## config.mk

```make
export PLATFORM = sky130hd
export DESIGN_NAME = fetch_queue_flat
export DESIGN_NICKNAME = d
export VERILOG_FILES = /design/src/rtl/fetch_queue_if.sv /design/src/rtl/fetch_queue.sv /design/src/flat_wrapper.sv
export SDC_FILE = /design/constraint.sdc
export NUM_CORES = 1
export LEC_CHECK = 0
export ABC_AREA = 1
export CAP_MARGIN = 15
export CELL_PAD_IN_SITES_DETAIL_PLACEMENT = 0
export CELL_PAD_IN_SITES_GLOBAL_PLACEMENT = 2
export CORE_AREA = 8 8 216 218
export DETAILED_ROUTE_END_ITERATION = 8
export DIE_AREA = 0 0 224 226
export PLACE_DENSITY = 0.8
export SYNTH_ARGS = -nofsm -noshare
export SYNTH_HDL_FRONTEND = slang
export SYNTH_SLANG_ARGS = --single-unit
export TNS_END_PERCENT = 100
```

## constraint.sdc

```tcl
create_clock -name clk -period 5.1 [get_ports clk]
set_clock_uncertainty 0.15 [all_clocks]
set_input_delay 0.765 -clock clk [delete_from_list [all_inputs] [get_ports clk]]
set_output_delay 0.765 -clock clk [all_outputs]
set_load 0.02 [all_outputs]
```

## src/rtl/fetch_queue_if.sv

```systemverilog
// fetch_queue bus: imem read port plus the decode-side pop handshake.
// master = the queue, slave = memory/decode side (testbench).
interface fetch_queue_if;
    logic        imem_req;
    logic [31:0] imem_addr;
    logic        imem_gnt;
    logic        imem_rvalid;
    logic [31:0] imem_rdata;
    logic        redirect;
    logic [31:0] redirect_pc;
    logic        out_valid;
    logic [31:0] out_inst;
    logic [31:0] out_pc;
    logic        out_ready;

    modport master (
        output imem_req, imem_addr,
        input  imem_gnt, imem_rvalid, imem_rdata,
        input  redirect, redirect_pc,
        output out_valid, out_inst, out_pc,
        input  out_ready
    );

    modport slave (
        input  imem_req, imem_addr,
        output imem_gnt, imem_rvalid, imem_rdata,
        output redirect, redirect_pc,
        input  out_valid, out_inst, out_pc,
        output out_ready
    );
endinterface

```

## src/rtl/fetch_queue.sv

```systemverilog
// Instruction prefetch queue: owns fetch PC, issues in-order imem reads,
// buffers {pc, inst} for decode; redirect flushes and drops in-flight reads.
// Ports: clk, rst (sync, active-high), bus (fetch_queue_if.master).
// Option: FETCH_QUEUE_BYPASS_EN forwards a kept response straight to out_*
// when the queue is empty.
module fetch_queue #(
    parameter int          DEPTH    = 4,
    parameter int          MAX_OUT  = 2,
    parameter logic [31:0] RESET_PC = 32'd0
) (
    input logic          clk,
    input logic          rst,
    fetch_queue_if.master bus
);
    localparam int AW = $clog2(DEPTH);
    localparam int CW = $clog2(DEPTH + 1);
    localparam int OW = $clog2(MAX_OUT + 1);

    logic [31:0]   fetch_pc;
    logic [31:0]   rsp_pc;
    logic [31:0]   pc_mem   [DEPTH];
    logic [31:0]   inst_mem [DEPTH];
    logic [AW-1:0] rd_ptr;
    logic [AW-1:0] wr_ptr;
    logic [CW-1:0] count;
    logic [OW-1:0] outstanding;
    logic [OW-1:0] discard;

    logic credit;
    logic grant;
    logic keep;
    logic push;
    logic pop;
    logic head_valid;
    logic byp_take;

    // Reserve a queue slot for every read in flight so pushes never overflow.
    assign credit = (32'(count) + 32'(outstanding)) < 32'(DEPTH);

    assign bus.imem_req  = !rst && !bus.redirect && credit &&
                           (32'(outstanding) < 32'(MAX_OUT));
    assign bus.imem_addr = fetch_pc;

    assign grant      = bus.imem_req && bus.imem_gnt;
    assign keep       = bus.imem_rvalid && (discard == '0) && !bus.redirect;
    assign head_valid = (count != '0);

`ifdef FETCH_QUEUE_BYPASS_EN
    logic byp;
    assign byp           = keep && !head_valid;
    assign byp_take      = byp && bus.out_ready;
    assign bus.out_valid = head_valid || byp;
    assign bus.out_inst  = head_valid ? inst_mem[rd_ptr] :
                           (byp ? bus.imem_rdata : 32'd0);
    assign bus.out_pc    = head_valid ? pc_mem[rd_ptr] :
                           (byp ? rsp_pc : 32'd0);
`else
    assign byp_take      = 1'b0;
    assign bus.out_valid = head_valid;
    assign bus.out_inst  = head_valid ? inst_mem[rd_ptr] : 32'd0;
    assign bus.out_pc    = head_valid ? pc_mem[rd_ptr] : 32'd0;
`endif

    assign push = keep && !byp_take;
    assign pop  = head_valid && bus.out_ready && !bus.redirect;

    always_ff @(posedge clk) begin
        if (push) begin
            pc_mem[wr_ptr]   <= rsp_pc;
            inst_mem[wr_ptr] <= bus.imem_rdata;
        end
    end

    always_ff @(posedge clk) begin
        if (rst) begin
            fetch_pc    <= RESET_PC;
            rsp_pc      <= RESET_PC;
            rd_ptr      <= '0;
            wr_ptr      <= '0;
            count       <= '0;
            outstanding <= '0;
            discard     <= '0;
        end else if (bus.redirect) begin
            // No grant this cycle (req is low), so every read still
            // outstanding after this edge is stale.
            fetch_pc    <= bus.redirect_pc;
            rsp_pc      <= bus.redirect_pc;
            rd_ptr      <= '0;
            wr_ptr      <= '0;
            count       <= '0;
            outstanding <= outstanding - OW'(bus.imem_rvalid);
            discard     <= outstanding - OW'(bus.imem_rvalid);
        end else begin
            if (grant) begin
                fetch_pc <= fetch_pc + 32'd1;
            end
            outstanding <= outstanding + OW'(grant) - OW'(bus.imem_rvalid);
            if (bus.imem_rvalid) begin
                if (discard != '0) begin
                    discard <= discard - OW'(1);
                end else begin
                    rsp_pc <= rsp_pc + 32'd1;
                end
            end
            if (push) begin
                wr_ptr <= wr_ptr + AW'(1);
            end
            if (pop) begin
                rd_ptr <= rd_ptr + AW'(1);
            end
            count <= count + CW'(push) - CW'(pop);
        end
    end
endmodule

```

## src/flat_wrapper.sv

```systemverilog
// flat-port wrapper written by rule: the top's interface ports become plain ports
module fetch_queue_flat 
#(
    parameter int          DEPTH    = 4,
    parameter int          MAX_OUT  = 2,
    parameter logic [31:0] RESET_PC = 32'd0
)
  (clk, rst, bus_imem_req, bus_imem_addr, bus_imem_gnt, bus_imem_rvalid, bus_imem_rdata, bus_redirect, bus_redirect_pc, bus_out_valid, bus_out_inst, bus_out_pc, bus_out_ready);
  fetch_queue_if bus_i ();
  input logic clk;
  input logic rst;
  output wire logic [$bits(bus_i.imem_req)-1:0] bus_imem_req;
  output wire logic [$bits(bus_i.imem_addr)-1:0] bus_imem_addr;
  input wire logic [$bits(bus_i.imem_gnt)-1:0] bus_imem_gnt;
  input wire logic [$bits(bus_i.imem_rvalid)-1:0] bus_imem_rvalid;
  input wire logic [$bits(bus_i.imem_rdata)-1:0] bus_imem_rdata;
  input wire logic [$bits(bus_i.redirect)-1:0] bus_redirect;
  input wire logic [$bits(bus_i.redirect_pc)-1:0] bus_redirect_pc;
  output wire logic [$bits(bus_i.out_valid)-1:0] bus_out_valid;
  output wire logic [$bits(bus_i.out_inst)-1:0] bus_out_inst;
  output wire logic [$bits(bus_i.out_pc)-1:0] bus_out_pc;
  input wire logic [$bits(bus_i.out_ready)-1:0] bus_out_ready;
  assign bus_imem_req = bus_i.imem_req;
  assign bus_imem_addr = bus_i.imem_addr;
  assign bus_i.imem_gnt = bus_imem_gnt;
  assign bus_i.imem_rvalid = bus_imem_rvalid;
  assign bus_i.imem_rdata = bus_imem_rdata;
  assign bus_i.redirect = bus_redirect;
  assign bus_i.redirect_pc = bus_redirect_pc;
  assign bus_out_valid = bus_i.out_valid;
  assign bus_out_inst = bus_i.out_inst;
  assign bus_out_pc = bus_i.out_pc;
  assign bus_i.out_ready = bus_out_ready;
  fetch_queue #(.DEPTH(DEPTH), .MAX_OUT(MAX_OUT), .RESET_PC(RESET_PC)) u_core (.clk(clk), .rst(rst), .bus(bus_i));
endmodule
```

# After elaboration in Yosys (flattened, before gate mapping)
# Memories as Yosys holds them, arrays and structs flattened. A register that Yosys moved wholly into a read port is not among the register bits.
# Cells that the tools add are included.
[totals] register_bits=75 ram_bits=256 inputBits=70 out_inout_bits=98 elab_cells=59 memories=2
[op_classes] add_sub_neg=11 order_cmp=2 n_eq_ne=1 mux=17 reduce_logical=19
[mem_list] name="u_core.inst_mem" words=4 word_bits=32 rd=1 rd_ports_with_merged_regs=1 wr=1 line_no="fetch_queue.sv:22" text="logic [31:0] inst_mem [DEPTH];"
[mem_list] name="u_core.pc_mem" words=4 word_bits=32 rd=1 rd_ports_with_merged_regs=1 wr=1 line_no="fetch_queue.sv:21" text="logic [31:0] pc_mem [DEPTH];"
[ops] op="$mux W32" count=7
[ops] op="$add A32 B1 Y32 const B" count=2
[ops] op="$lt A32 B3 Y1 const B" count=1
[ops] op="$mux W2" count=8
[ops] op="$logic_and A1 B1 Y1" count=8
[ops] op="$reduce_bool A2 Y1" count=4
[ops] op="$add A2 B1 Y2 const B" count=2
[ops] op="$add A3 B2 Y4" count=1
[ops] op="$reduce_and A2 Y1" count=2
[ops] op="$sub A2 B1 Y2" count=2
[ops] op="$add A3 B1 Y3" count=1
[ops] op="$reduce_bool A3 Y1" count=1
[ops] op="$sub A3 B1 Y3" count=1
[ops] op="$add A2 B1 Y2" count=1
[ops] op="$logic_not A1 Y1" count=2
[ops] op="$logic_not A2 Y1" count=1
[ops] op="$lt A2 B2 Y1 const B" count=1
[ops] op="$mux W1" count=2
[ops] op="$ne A2 B2 Y1 const B" count=1
[ops] op="$reduce_or A2 Y1" count=1
[ops] op="$sub A2 B1 Y2 const B" count=1

# Longest topological paths before layout
# Gate-level depths: netlist of the first run.
[depth] depth_word=8 mapped_depth=12 ltp_nobuf=11

# Worst setup path before layout of the first run
# Ideal clock, no wire load.
[synth_path] path_kind="input to register" startpoint="input bus_redirect" endpoint="memory u_core.inst_mem[0][0] (enable)" setup_ns=0.486 arrival_time_ns=3.842 required_time_ns=4.464 path_slack_ns=0.622 stages=4 path_buffers=1 cell_sequence="buf_2 -> nor2_1 -> inv_1 -> nor2_1"
[synth_between] elab_chain_cells=4
[synth_rtl] element="start, declared" line_no="flat_wrapper.sv:17" text="input wire logic [$bits(bus_i.redirect)-1:0] bus_redirect;"
[synth_rtl] element="$logic_not A1 Y1" line_no="fetch_queue.sv:45" text="assign keep = bus.imem_rvalid && (discard == '0) && !bus.redirect;"
[synth_rtl] element="$logic_and A1 B1 Y1" line_no="fetch_queue.sv:45"
[synth_rtl] element="$mux W1" line_no="fetch_queue.sv:68" text="if (push) begin"
[synth_rtl] element="$mux W1 (implied by the code)" line_no="fetch_queue.sv:70" text="inst_mem[wr_ptr] <= bus.imem_rdata;"
[synth_rtl] element="end, declared" line_no="fetch_queue.sv:22"
# No other way between the ends.

==> run_results.csv, run 1 <==
group,metric,value,unit
run_status,status,"finished, final reports clean",
yosys,yosys_warnings,0,
worst_setup_path,startpoint_type,"flip-flop",
die,die_area,50600,sq um
yosys,syn_nets,1678,
yosys,ys_seq_elements,333,
placed_design,place.gp.congestion,0.819,
hold_path,hp-class,"flip-flop to flip-flop",
global_routing,grt_pass1_vias,11387,
yosys,synth_top_flop_cell,"edfxtp_1",
global_routing,grt_pass1_wl,65100,um
timing,finalHoldViolCount,0,
yosys,synth_edf_count,256,
clocking,holdBufCountCts,0,
power,ir_worst_vdd,0.000197,V
placed_design,io_buffers,167,
power,power_density,346,nW/um^2
clocking,cts.sinks,333,
global_routing,grtUsageTotal,16.3,%
route,finalWirelength,41900,um
die,ioPinCount,168,
yosys,ys_seq_area_share,62.0,%
global_routing,grt_overflow,0,
global_routing,met1_usage,20.9,%
timing,period_share,78.8,%
final_layout,diodes,0,
power,p_total,6.39,mW
clocking,cts_setup_buffers,0,
timing,rsz0062_at_grt,"no",
yosys,synth_area_per_cell,9.33,sq um
timing,worst_slew_pin_slew,0.899,ns
timing,hold_ws,0.315,ns
final_layout,layout.nets,1832,
yosys,netlist_top_cells_area,"edfxtp_1 52%, dfxtp_1 10%, nor2_1 9.1%",
die,die_w,224,um
clocking,htreeDepth,2,
global_routing,grt_antenna_before_repair,1,
global_routing,met2_usage,27.9,%
die,start_util,34.2,%
placed_design,place_hpwl,27300,um
clocking,ctsResizeCount,0,
yosys,ys_types,35,
route,drtIter0Drc,789,
job,cap_violations,0,
route,ant_nets,0,
timing,setup_viol,0,
clocking,cts-root-buf,"clkbuf_16",
route,post_drt_via_cell_ratio,4.78,
die,coreArea,43500,sq um
worst_setup_path,path_class,"flip-flop to output port",
timing,drv_slew,0,
final_layout,final_area,18500,sq um
global_routing,grt-busiest-layer,"met2",
route,route.detailed.drc,0,
worst_setup_path,cp.required,4.18,ns
worst_setup_path,end_kind,"output port",
yosys,netlist_instances,1595,
route,wl_per_cell,17.7,um
yosys,async_flop_share,0,%
route,firstDrtPassIters,5,
clocking,clk_path_buf_depth,3,
timing,slew_headroom,40.1,%
worst_setup_path,arrival,3.10,ns
final_layout,syn_to_final_growth,24.2,%
clocking,clk_pin_slew,0.05,ns
final_layout,fill_cells,4224,
timing,fmax,249,MHz
placed_design,post_dp_cell_area,17200,sq um
yosys,synth_top_area_share,51.7,%
yosys,synthTopCellsByCount,"362 x nor2_1, 269 x nand2_1, 256 x edfxtp_1",
power,p_leak,6.51,nW
clocking,clk_latency,0.52,ns
clocking,cts_tree,"done",
die,die_y,226,um
timing,period_needed,4.02,ns
route,vias,11340,
global_routing,grt_max_degree,68,
yosys,synth.most_common_cell,"nor2_1",
global_routing,global_route.usage.met3,3.27,%
timing,finalSetupTns,0,ns
clocking,numCtsBuffers,38,
final_layout,layout-drive-gt1-share,5.79,%
yosys,syn_area,14900,sq um
die,rows,77,
yosys,yosys.area.top_type,"edfxtp_1",
worst_setup_path,critPathMaxFanout,67,
[area by class of cell]
class                   instances  area (sq um)  area share (%)
flip-flops and latches        333          9230            50.0
multi-input cells            1086          4970            26.9
repair buffers                185          1850            10.0
clock buffers                  47          1010            5.44
well taps                     592           741            4.01
inverters                     105           398            2.15
clock inverters                23           287            1.55
[stage by stage]
| stage | utilization [%] | cells | worst slack [ns] |
|---|---|---|---|
| 4_1_cts | 42.5 | 2371 | 1.01 |
| 2_1_floorplan | - | 1595 | 0.622 |
| 3_5_place_dp | 39.6 | 2301 | 1.20 |
| 5_1_grt | 42.5 | 2371 | 0.837 |
| 3_3_place_gp | 39.6 | 2301 | 1.19 |
| 6_report | 42.5 | 2371 | 1.08 |
[worst max-delay path: stages (launching register included)]
cell and delay, ns:
dfxtp_4 0.47, inv_2 0.28, buf_4 0.58, o21ai_0 0.19, a21oi_1 0.33, clkdlybuf4s50_1 0.68
[logic make-up (layout without fill, tap and decap cells)]
group           Yosys count  count (layout)  synth area share, %
flops                   333             333                 62.0
fa+ha+maj                13              13                 1.14
xor+xnor                 14              14                0.824
simple gates            745             745                 20.3
compound gates          314             314                 10.9
buf+inv                 176             360                 4.81
[cell usage in the layout, fill, tap and decap left out, drive strengths merged, types with 6 or more instances in the layout]
cell           netlist  final
nor2               373    373
nand2              272    272
edfxtp             256    256
o21ai              172    172
clkdlybuf4s50        0    166
a21oi              115    115
inv                105    104
dfxtp               77     77
nand3               71     71
clkbuf              37     47
buf                 34     19
a31oi               17     17
clkinv               0     17
nand4               16     16
ha                  12     12
xor2                10     10
nand3b               6      6
bufinv               0      6
[metal layers]
metal	vias to the layer above	share of wire [%]
li1	5711	-
met1	5290	46
met2	283	47
met3	54	5.2
met4	2	2.0
met5	-	0.031
[path summary, 6_finish.rpt]
path	depth (start not counted)	from	to	slack [ns]
worst max-delay path	5	flip-flop	bus_out_pc[11]	1.08
worst min-delay path	2	u_core.rd_ptr[1]	flip-flop	0.32
worst max register to register	7	u_core.discard[0]	u_core.pc_mem[3][19]	2.20
worst min register to register	2	u_core.rd_ptr[1]	flip-flop	0.32
[state kept, by name, summed over array words and instances, names as in the netlist, named ones only]
name / flops
u_core.wr_ptr: 2
u_core.inst_mem: 128
u_core.discard: 2
u_core.count: 3
u_core.rsp_pc: 32
u_core.outstanding: 2
u_core.rd_ptr: 2
u_core.bus.imem_addr: 32
u_core.pc_mem: 128
[where the power goes]
part / internal, mW / leakage (nW) / switching, mW / total [mW]
Sequential: 3.01 / 2.97 / 0.0858 / 3.09
Combinational: 0.199 / 2.90 / 0.305 / 0.504
Clock: 1.71 / 0.630 / 1.08 / 2.79
Power figures use the tool's default switching activity.
==> inputs of run 2 (changes only) <==
- clock period: 5.1 -> 4 ns (I/O delays scaled with it)
==> run_results.csv, run 2 (same netlist as run 1, synthesis figures left out) <==
group,metric,value,unit
die,coreArea,43500,sq um
timing,finalHoldViolCount,0,
global_routing,grt_overflow,0,
worst_setup_path,startpoint_type,"flip-flop",
global_routing,grtUsageTotal,16.4,%
clocking,cts.sinks,333,
worst_setup_path,crit_family,"buffers and inverters",
route,firstDrtPassIters,7,
worst_setup_path,cp.required,3.25,ns
route,route.detailed.drc,0,
worst_setup_path,path_class,"flip-flop to output port",
clocking,cts_setup_buffers,0,
timing,setup_ws,0.265,ns
timing,period_needed,3.74,ns
timing,rsz0062_at_grt,"no",
placed_design,place_ws,0.686,ns
final_layout,utilization,42.4,%
clocking,clk_path_buf_depth,3,
timing,drv_slew,0,
clocking,numCtsBuffers,38,
worst_setup_path,crit_chain,"inv_2 -> buf_4 -> nor2_1 -> o21ai_0 -> a21oi_1 -> clkdlybuf4s50_1",
clocking,cts_tree,"done",
clocking,holdBufCountCts,0,
power,p_total,7.81,mW
power,power_density,424,nW/um^2
route,finalWirelength,41800,um
die,die_area,50600,sq um
timing,worst_slew_pin_slew,0.700,ns
timing,fmax,268,MHz
worst_setup_path,slowest_delay,0.66,ns
final_layout,layout-drive-gt1-share,5.61,%
run_status,status,"finished, final reports clean",
placed_design,io_buffers,167,
power,ir_worst_vdd,0.000297,V
global_routing,grt_pass1_wl,65000,um
placed_design,place.gp.congestion,0.807,
final_layout,stdcell_count,2376,
worst_setup_path,critPathMaxFanout,27,
final_layout,diodes,0,
die,die_y,226,um
route,vias,11362,
timing,setup_viol,0,
final_layout,syn_to_final_growth,23.9,%
clocking,htreeDepth,2,
die,rows,77,
global_routing,grt_max_degree,81,
die,ioPinCount,168,
worst_setup_path,end_kind,"output port",
clocking,ctsResizeCount,0,
clocking,clk_pin_slew,0.06,ns
timing,period_share,93.4,%
final_layout,layout.nets,1839,
final_layout,most-common-layout-cells,"358 x nor2_1, 269 x nand2_1, 256 x edfxtp_1, 171 x o21ai_0, 166 x clkdlybuf4s50_1",
final_layout,top_regs,"u_core.inst_mem x128, u_core.pc_mem x128",
placed_design,place_hpwl,27300,um
clocking,cts-root-buf,"clkbuf_16",
die,die_w,224,um
job,cap_violations,0,
clocking,clk_latency,0.52,ns
route,drtIter0Drc,651,
worst_setup_path,arrival,2.99,ns
placed_design,dp.cells,2308,
hold_path,hp-class,"primary input to flip-flop",
timing,slew_headroom,53.3,%
route,post_drt_via_cell_ratio,4.78,
die,start_util,34.2,%
final_layout,multi_input_area,4970,sq um
route,ant_nets,0,
final_layout,seq_area,9230,sq um
final_layout,fill_cells,4251,
worst_setup_path,worst_path_max_delay_cell,"clkdlybuf4s50_1",
final_layout,final_common_cell,"nor2_1",
worst_setup_path,critPathBufInv,3,
power,p_leak,6.49,nW
route,wl_per_cell,17.6,um
global_routing,grt_pass1_vias,11292,
global_routing,grt_antenna_before_repair,0,
==> run 2: cell count changes in the layout (fill, tap and decap cells not counted) <==
cell | before | now
buf_4 | 14 | 18
inv_2 | 2 | 3
inv_6 | 0 | 1
clkinv_4 | 1 | 0
clkinvlp_4 | 1 | 0
clkbuf_1 | 8 | 15
clkinv_2 | 8 | 2
clkinv_1 | 6 | 7
buf_12 | 4 | 7
clkbuf_8 | 0 | 3
bufinv_16 | 6 | 1
clkinv_8 | 2 | 0
==> run 2: final timing paths <==
check,to,start,slack (ns),cells past startpoint
setup / recovery,bus_out_pc[19],flip-flop,0.26,6
hold / removal,u_core.bus.imem_addr[2],rst,0.23,2
setup reg to reg,u_core.inst_mem[2][8],u_core.discard[0],1.31,7
hold reg to reg,flip-flop,u_core.rd_ptr[1],0.31,2
==> run 2: routing by layer <==
metal	share of wire [%]	GRT usage, %	wire length, um
met3	4.7	3.14	1980
met5	0	0	0
met4	2.4	4.80	1010
met1	46	21.1	19200
met2	47	27.7	19600
==> run 2: final cells by class <==
cell class,count,area share [%]
clock buffers,57,5.82
inverters,105,2.15
clock inverters,11,0.407
repair buffers,192,10.5
well taps,592,4.02
multi-input cells,1086,27.0
flip-flops and latches,333,50.1
==> run 2: metrics by stage <==
stage                     hold slack (ns)  instance area (sq um)  TNS, ns
after global routing                0.225                  18400        0
after floorplan                     0.286                  14900   -80.22
after CTS                           0.203                  18400        0
after global placement              0.306                  17300        0
final                               0.231                  18400        0
after detailed placement            0.302                  17300        0
==> run 2: power breakdown <==
part | internal (mW) | switching [mW] | total, mW
Sequential | 3.84 | 0.108 | 3.94
Combinational | 0.262 | 0.389 | 0.650
Clock | 1.91 | 1.31 | 3.22
Total | 6.01 | 1.80 | 7.81
==> inputs of run 3 (changes only) <==
- CORE_AREA: 8 8 216 218 -> 2 2 210 212
- DIE_AREA: 0 0 224 226 -> 0 0 212 214
- clock period: 4 -> 3.55 ns (I/O delays scaled with it)
==> run_results.csv, run 3 (same netlist as run 1, synthesis figures left out) <==
group,metric,value,unit
hold_path,hp-class,"flip-flop to flip-flop",
clocking,clk_path_buf_depth,3,
timing,finalSetupTns,0,ns
final_layout,seq_area,9230,sq um
final_layout,top_regs,"u_core.inst_mem x128, u_core.pc_mem x128",
worst_setup_path,rrSetupSlack,1.11,ns
power,power_density,489,nW/um^2
timing,rsz0062_at_grt,"no",
global_routing,grt_pass1_vias,11344,
final_layout,most-common-layout-cells,"358 x nor2_1, 269 x nand2_1, 256 x edfxtp_1, 171 x o21ai_0, 165 x clkdlybuf4s50_1",
worst_setup_path,r2r-end,"u_core.count[2]",
timing,slew_headroom,51.5,%
global_routing,grt-busiest-layer,"met2",
timing,fmax,299,MHz
worst_setup_path,startpoint_type,"flip-flop",
final_layout,diodes,0,
global_routing,grt_antenna_before_repair,0,
worst_setup_path,reg2reg_depth,10,
worst_setup_path,crit_path_frequent_cell,"nor2_1",
timing,setup_ws,0.207,ns
timing,period_needed,3.34,ns
final_layout,fill_cells,4120,
global_routing,grtUsageTotal,18.2,%
timing,period_share,94.2,%
power,p_total,9.08,mW
route,vias,11440,
worst_setup_path,slowest_delay,0.66,ns
global_routing,grt_max_degree,77,
worst_setup_path,worst_path_max_delay_cell,"clkdlybuf4s50_1",
final_layout,final_common_cell,"nor2_1",
global_routing,grt_overflow,0,
placed_design,place_hpwl,26300,um
die,rows,76,
timing,worst_slew_pin_slew,0.728,ns
timing,finalHoldViolCount,0,
final_layout,syn_to_final_growth,24.9,%
final_layout,stdcell_count,2371,
timing,drv_slew,0,
clocking,clk_pin_slew,0.06,ns
route,firstDrtPassIters,5,
placed_design,io_buffers,167,
clocking,cts_setup_buffers,0,
route,ant_nets,0,
global_routing,met2_usage,30.4,%
worst_setup_path,end_kind,"output port",
run_status,status,"finished, final reports clean",
timing,hold_ws,0.312,ns
global_routing,global_route.usage.met3,2.80,%
route,finalWirelength,41100,um
worst_setup_path,crit_chain,"buf_12 -> nor2_1 -> nor2_1 -> o21ai_0 -> a21oi_1 -> clkdlybuf4s50_1",
final_layout,layout-drive-gt1-share,6.27,%
final_layout,multi_input_area,4970,sq um
worst_setup_path,worstReg2RegStart,"u_core.count[1]",
die,die_area,45400,sq um
worst_setup_path,arrival,2.66,ns
die,coreArea,42900,sq um
route,post_drt_via_cell_ratio,4.82,
worst_setup_path,cp.required,2.87,ns
worst_setup_path,path_class,"flip-flop to output port",
job,cap_violations,0,
global_routing,grt_pass1_wl,64200,um
placed_design,dp.cells,2302,
clocking,cts_tree,"done",
global_routing,met1_usage,24.7,%
clocking,htreeDepth,2,
power,p_leak,6.56,nW
die,die_y,214,um
clocking,cts-root-buf,"clkbuf_16",
clocking,cts.sinks,333,
die,die_w,212,um
route,drtIter0Drc,768,
die,start_util,34.7,%
worst_setup_path,cp-endpoint,"bus_out_pc[17]",
worst_setup_path,critPathMaxFanout,57,
placed_design,place_ws,0.602,ns
timing,setup_viol,0,
final_layout,layout.nets,1840,
clocking,clk_latency,0.54,ns
clocking,numCtsBuffers,38,
route,wl_per_cell,17.4,um
power,ir_worst_vdd,0.000237,V
route,route.detailed.drc,0,
die,ioPinCount,168,
placed_design,place.gp.congestion,0.786,
[run 3: through the flow]
| step | util (%) | instance area, sq um |
|---|---|---|
| 2_1_floorplan | - | 14900 |
| 3_3_place_gp | 40.4 | 17300 |
| 3_5_place_dp | 40.4 | 17300 |
| 4_1_cts | 43.3 | 18600 |
| 5_1_grt | 43.3 | 18600 |
| 6_report | 43.3 | 18600 |
[run 3: power by group]
part | total [mW] | internal, mW | switching [mW] | leakage (nW)
clock network | 3.90 | 2.33 | 1.58 | 0.605
registers | 4.44 | 4.32 | 0.120 | 2.97
logic | 0.736 | 0.297 | 0.440 | 2.98
[run 3: how the worst min path moves through the flow]
stage                     startpoint               end  slack (ns)  cells past startpoint
finish              u_core.rd_ptr[1]         flip-flop        0.31                      2
global route        u_core.rd_ptr[0]  u_core.rd_ptr[0]        0.34                      1
CTS                 u_core.rd_ptr[1]         flip-flop        0.31                      2
detailed placement  u_core.rd_ptr[1]         flip-flop        0.30                      2
global placement    u_core.rd_ptr[1]         flip-flop        0.30                      2
floorplan           u_core.rd_ptr[1]         flip-flop        0.29                      2
[run 3: repair_timing]
item,in CTS,in global routing
resized for setup,0,1
endpoints found under the setup margin,0,1
hold buffers,0,0
hold endpoints to repair,0,0
[run 3: metal layers]
metal  vias up  wire length (um)
li1       5725                 -
met1      5377             18800
met2       277             19500
met3        61              2040
met4         0               816
met5         -                 0
[run 3: layout make-up]
type / instances / share of cell area [%]
clock inverter: 25 / 1.31
timing repair buffer: 193 / 10.8
clock buffer: 44 / 5.41
tap: 585 / 3.94
inverter: 105 / 2.13
multi-input combinational: 1086 / 26.7
sequential: 333 / 49.7
[run 3: critical path: cells and delay by family (launching register included)]
family / cells / cell delay (ns)
buffers and inverters: 2 / 0.95
DFF: 1 / 0.56
AOI/OAI and AO/OA: 2 / 0.38
and+or+nand+nor: 2 / 0.17
